[src/rtl/spi_regbank_ctrl.sv]
// Byte-level SPI transaction controller: decodes a R/W command byte and runs
// auto-incrementing register bursts over a 7-bit address / 8-bit data bus.
module spi_regbank_ctrl #(
    parameter logic [7:0] STATUS = 8'hA5,
    parameter logic       CPOL   = 1'b0,
    parameter logic       CPHA   = 1'b0
) (
    input  logic       clk,
    input  logic       reset,
    output logic       cpol,
    output logic       cpha,
    input  logic       select,
    input  logic       start,
    input  logic       done,
    input  logic       busy,
    input  logic [7:0] dout,
    output logic [7:0] din,
    output logic [6:0] reg_addr,
    output logic [7:0] reg_wdata,
    output logic       reg_we,
    output logic       reg_re,
    input  logic [7:0] reg_rdata,
    output logic       overrun,
    input  logic       clr_overrun
);

    typedef enum logic [2:0] {
        IDLE,
        CMD,
        WR_DATA,
        RD_FETCH,
        RD_DATA
    } state_t;

    state_t     state_reg, state_next;
    logic       select_q_reg, start_q_reg, done_q_reg;
    logic [7:0] din_reg, din_next;
    logic [6:0] addr_reg, addr_next;
    logic [7:0] wdata_reg, wdata_next;
    logic       we_reg, we_next;
    logic       re_reg, re_next;
    logic       overrun_reg, overrun_next;
    logic       skip_reg, skip_next;
    logic       overrun_set;

    logic select_rise, start_rise, done_rise;

    assign select_rise = select & ~select_q_reg;
    assign start_rise  = start & ~start_q_reg;
    assign done_rise   = done & ~done_q_reg;

    always_comb begin
        state_next   = state_reg;
        din_next     = din_reg;
        addr_next    = addr_reg;
        wdata_next   = wdata_reg;
        we_next      = 1'b0;
        re_next      = 1'b0;
        skip_next    = skip_reg;
        overrun_set  = 1'b0;

        // Post-write increment lands the cycle after the strobe.
        if (we_reg) begin
            addr_next = addr_reg + 7'd1;
        end

        case (state_reg)
            IDLE: begin
                din_next = STATUS;
                if (select_rise) begin
                    state_next = CMD;
                end
            end
            CMD: begin
                if (done_rise) begin
                    addr_next = dout[6:0];
                    if (dout[7]) begin
                        re_next    = 1'b1;
                        skip_next  = 1'b0;
                        state_next = RD_FETCH;
                    end else begin
                        state_next = WR_DATA;
                    end
                end
            end
            WR_DATA: begin
                if (done_rise) begin
                    wdata_next = dout;
                    we_next    = 1'b1;
                end
            end
            RD_FETCH: begin
                // A byte that starts before the fetch lands is sent as 0xFF;
                // the late read data must not disturb din mid-byte.
                if (start_rise) begin
                    overrun_set = 1'b1;
                    skip_next   = 1'b1;
                    din_next    = 8'hFF;
                end
                if (!re_reg) begin
                    state_next = RD_DATA;
                    if (!(skip_reg || start_rise)) begin
                        din_next = reg_rdata;
                    end
                end
            end
            RD_DATA: begin
                if (done_rise) begin
                    addr_next  = addr_reg + 7'd1;
                    re_next    = 1'b1;
                    skip_next  = 1'b0;
                    state_next = RD_FETCH;
                end
            end
            default: begin
                state_next = IDLE;
            end
        endcase

        // Deselect aborts everything except a write already captured this cycle.
        if (!select) begin
            state_next = IDLE;
            din_next   = STATUS;
            re_next    = 1'b0;
            skip_next  = 1'b0;
        end

        if (overrun_set) begin
            overrun_next = 1'b1;
        end else if (clr_overrun) begin
            overrun_next = 1'b0;
        end else begin
            overrun_next = overrun_reg;
        end
    end

    always_ff @(posedge clk) begin
        if (reset) begin
            state_reg    <= IDLE;
            select_q_reg <= 1'b0;
            start_q_reg  <= 1'b0;
            done_q_reg   <= 1'b0;
            din_reg      <= STATUS;
            addr_reg     <= 7'd0;
            wdata_reg    <= 8'd0;
            we_reg       <= 1'b0;
            re_reg       <= 1'b0;
            overrun_reg  <= 1'b0;
            skip_reg     <= 1'b0;
        end else begin
            state_reg    <= state_next;
            select_q_reg <= select;
            start_q_reg  <= start;
            done_q_reg   <= done;
            din_reg      <= din_next;
            addr_reg     <= addr_next;
            wdata_reg    <= wdata_next;
            we_reg       <= we_next;
            re_reg       <= re_next;
            overrun_reg  <= overrun_next;
            skip_reg     <= skip_next;
        end
    end

    // busy is part of the shifter handshake but overrun is judged from start.
    logic busy_unused;
    assign busy_unused = busy;

    assign cpol      = CPOL;
    assign cpha      = CPHA;
    assign din       = din_reg;
    assign reg_addr  = addr_reg;
    assign reg_wdata = wdata_reg;
    assign reg_we    = we_reg;
    assign reg_re    = re_reg;
    assign overrun   = overrun_reg;

endmodule
[config.mk]
export PLATFORM = sky130hd
export DESIGN_NAME = spi_regbank_ctrl
export DESIGN_NICKNAME = d
export VERILOG_FILES = /design/src/rtl/spi_regbank_ctrl.sv
export SDC_FILE = /design/constraint.sdc
export NUM_CORES = 1
export LEC_CHECK = 0
export CAP_MARGIN = 10
export CORE_MARGIN = 10
export CORE_UTILIZATION = 41
export CTS_CLUSTER_SIZE = 40
export DETAILED_ROUTE_END_ITERATION = 8
export GPL_TIMING_DRIVEN = 0
export PLACE_DENSITY = 0.77
export SYNTH_ARGS = -nofsm -noshare
export SYNTH_HDL_FRONTEND = slang
export SYNTH_SLANG_ARGS = --single-unit
[constraint.sdc]
create_clock -name clk -period 1.5 [get_ports clk]
set_input_delay 0.3 -clock clk [delete_from_list [all_inputs] [get_ports clk]]
set_output_delay 0.3 -clock clk [all_outputs]
set_load 0.05 [all_outputs]
==> results_dict.tcl <==
set metrics [dict create \
    critical_path.max_stage_delay_ps 540 \
    required_ps 1200 \
    row_count 22 \
    synthCells 197 \
    synthDistinctLibCells 42 \
    die_h_um 83.1 \
    status "complete, no violations" \
    cp_cell_sequence "dlygate4sd2_1" \
    antenna_cells 0 \
    clk_pin_slew_ps 60 \
    end_kind "primary output" \
    worst-path-buf-inv 1 \
    reg2reg_to "din[0]" \
    wirelength_mm 4.50 \
    clockRootBuffer "clkbuf_8" \
    fin_crit_ps 1460 \
    crit_family "buffers and inverters" \
    synth-warning-count 0 \
    die_w_um 83.1 \
    cp-startpoint "din[4]" \
    setup_viol 0 \
    synth_top_area_share_pct 40.4 \
    cts_buffer_depth 2 \
    rr_worst_depth 5 \
    arrival_ps 1160 \
    cp_slowest_cell "dlygate4sd2_1" \
    tns_ps 0 \
    htree_levels 2 \
    pwr_density_cell_mw_per_mm2 767 \
    vdd_drop_max_mv 0.550 \
    setup_ws_ps 41.8 \
    cts_tree "built" \
    nets 283 \
    cap_violations 0 \
    synth_top_cell_by_area "dfxtp_1" \
    reg2reg_from "state_reg[1]" \
    timing.hold.ws_ps 412 \
    p_leak_nw 1.02 \
    grt_max_degree 11 \
    grt_pass1_wl_mm 7.20 \
    viasPerCell 5.27 \
    final_common_cell "dfxtp_1" \
    min_path_cells 1 \
    vias 1617 \
    port_buffers 47 \
    synth_ff_type "dfxtp_1" \
    cp-start-kind "register" \
    worstSkewPairLatency_ps 290 \
    mostFrequentLayoutCells "dfxtp_1, nand2_1, nor2_1, clkdlybuf4s50_1, dlygate4sd2_1" \
    dr.first_iter.drc_count 125 \
    hold_violations 0 \
    syn_to_final_growth_pct 45.4 \
    synth_edf_count 0 \
    drc 0 \
    max_freq_mhz 686 \
    overflow 0 \
    core_area_mm2 0.00374 \
    numCtsBuffers 5 \
    synth_area_leaders "dfxtp_1, mux2i_1, nand2_1, nor2_1, a21oi_1" \
    cts.sinks 33 \
    hold_end "state_reg[0]" \
    hpwl_mm 3.21 \
    start_util_pct 43.6 \
    cts_hold_buf 0 \
    fin_skew_ps 5.50 \
    worst_hold_path_type "reg -> reg" \
    ant_nets 0 \
    postSynthAreaPerCell_um2 8.29 \
    grt_pass1_vias 1511 \
    ios 51 \
    drive_gt1_share_pct 19.7 \
    synth-seq-cells 33 \
    synthArstFlopShare_pct 0 \
    final_util_pct 63.5 \
    fin_crit_sh_pct 97.2 \
    syn_area_mm2 0.00163 \
    relSlewSlack_pct 66.1 \
    firstDrtPassIters 4 \
    yosysSeqAreaShare_pct 40.4 \
    gp_congestion 0.856 \
    crit_type "reg -> out" \
    slew_viol_final 0 \
    grt_antenna_before_repair 0 \
    critPathMaxFanout 2 \
    dieArea_mm2 0.00691 \
    min_from "select_q_reg" \
    groute.usage.overall_pct 12.4 \
    wl_per_cell_um 14.6 \
    preCtsSetupSlack_ps -569 \
    rrSetupSlack_ps 70 \
    worst_pin_slew_ps 510 \
]
## where the power goes
group	switching (mW)	total [mW]	internal (mW)
logic	0.131	0.250	0.119
registers	0.0126	0.895	0.883
clock network	0.313	0.676	0.364
total	0.456	1.82	1.37
## how the worst max path moves through the flow
stage	to	cells past startpoint
global route	din[0]	5
global placement	reg_addr[5]	5
floorplan	reg_addr[6]	5
CTS	reg_addr[5]	1
detailed placement	reg_addr[5]	5
finish	din[4]	1
## per-layer routing
layer	track usage [%]	part of all wire, %
met1	14.7	45
met2	19.1	46
met3	5.76	7.7
met4	4.46	1.4
met5	0	0
## what timing repair did
action | in CTS | in global routing
pin swaps | 0 | 0
setup buffers | 2 | 5
setup endpoints to repair | 42 | 25
resized for setup | 44 | 22
## cells in the mapped netlist (2+ instances only)
library cell  count
dfxtp_1          33
nand2_1          22
nor2_1           20
a21oi_1          13
inv_1             9
mux2i_1           9
o21ai_0           8
buf_2             7
nand3_1           7
a31oi_1           6
o22ai_1           6
nand4_1           5
nor2b_1           5
xnor2_1           5
a211oi_1          3
clkbuf_1          3
nand2b_1          3
a211o_1           2
a21o_1            2
a22o_1            2
a31o_2            2
and3_1            2
buf_4             2
nor3_1            2
or3_1             2
## layout make-up
cell class	instances	area (um2)
Fill cell	331	1370
Multi-Input combinational cell	143	926
Sequential cell	33	681
Timing Repair Buffer	54	494
Buffer	13	95.1
Clock buffer	7	86.3
Tap cell	48	60.1
Inverter	9	33.8
## metrics by stage
step | cell area (um2) | std cells | power, mW
global route | 2380 | 307 | 1.89
detailed placement | 2200 | 293 | 1.14
global placement | 2200 | 293 | 1.14
floorplan | 1670 | 198 | 1.04
CTS | 2310 | 302 | 1.82
finish | 2380 | 307 | 1.82
## kinds of logic (layout without fill, tap and decap cells)
| logic type | Yosys count | after routing | share of synthesized area (%) |
|---|---|---|---|
| DFF | 33 | 33 | 40.4 |
| buffers and inverters | 22 | 83 | 6.51 |
| muxes | 10 | 10 | 6.20 |
| xor gates and xnor gates | 6 | 6 | 3.22 |
| other | 1 | 2 | 0.229 |
| adders and majority gates | 1 | 1 | 0.766 |
| and+or+nand+nor | 75 | 75 | 23.4 |
| AOI/OAI and AO/OA | 49 | 49 | 19.2 |
Note: power is estimated with default switching activity, not from simulation.
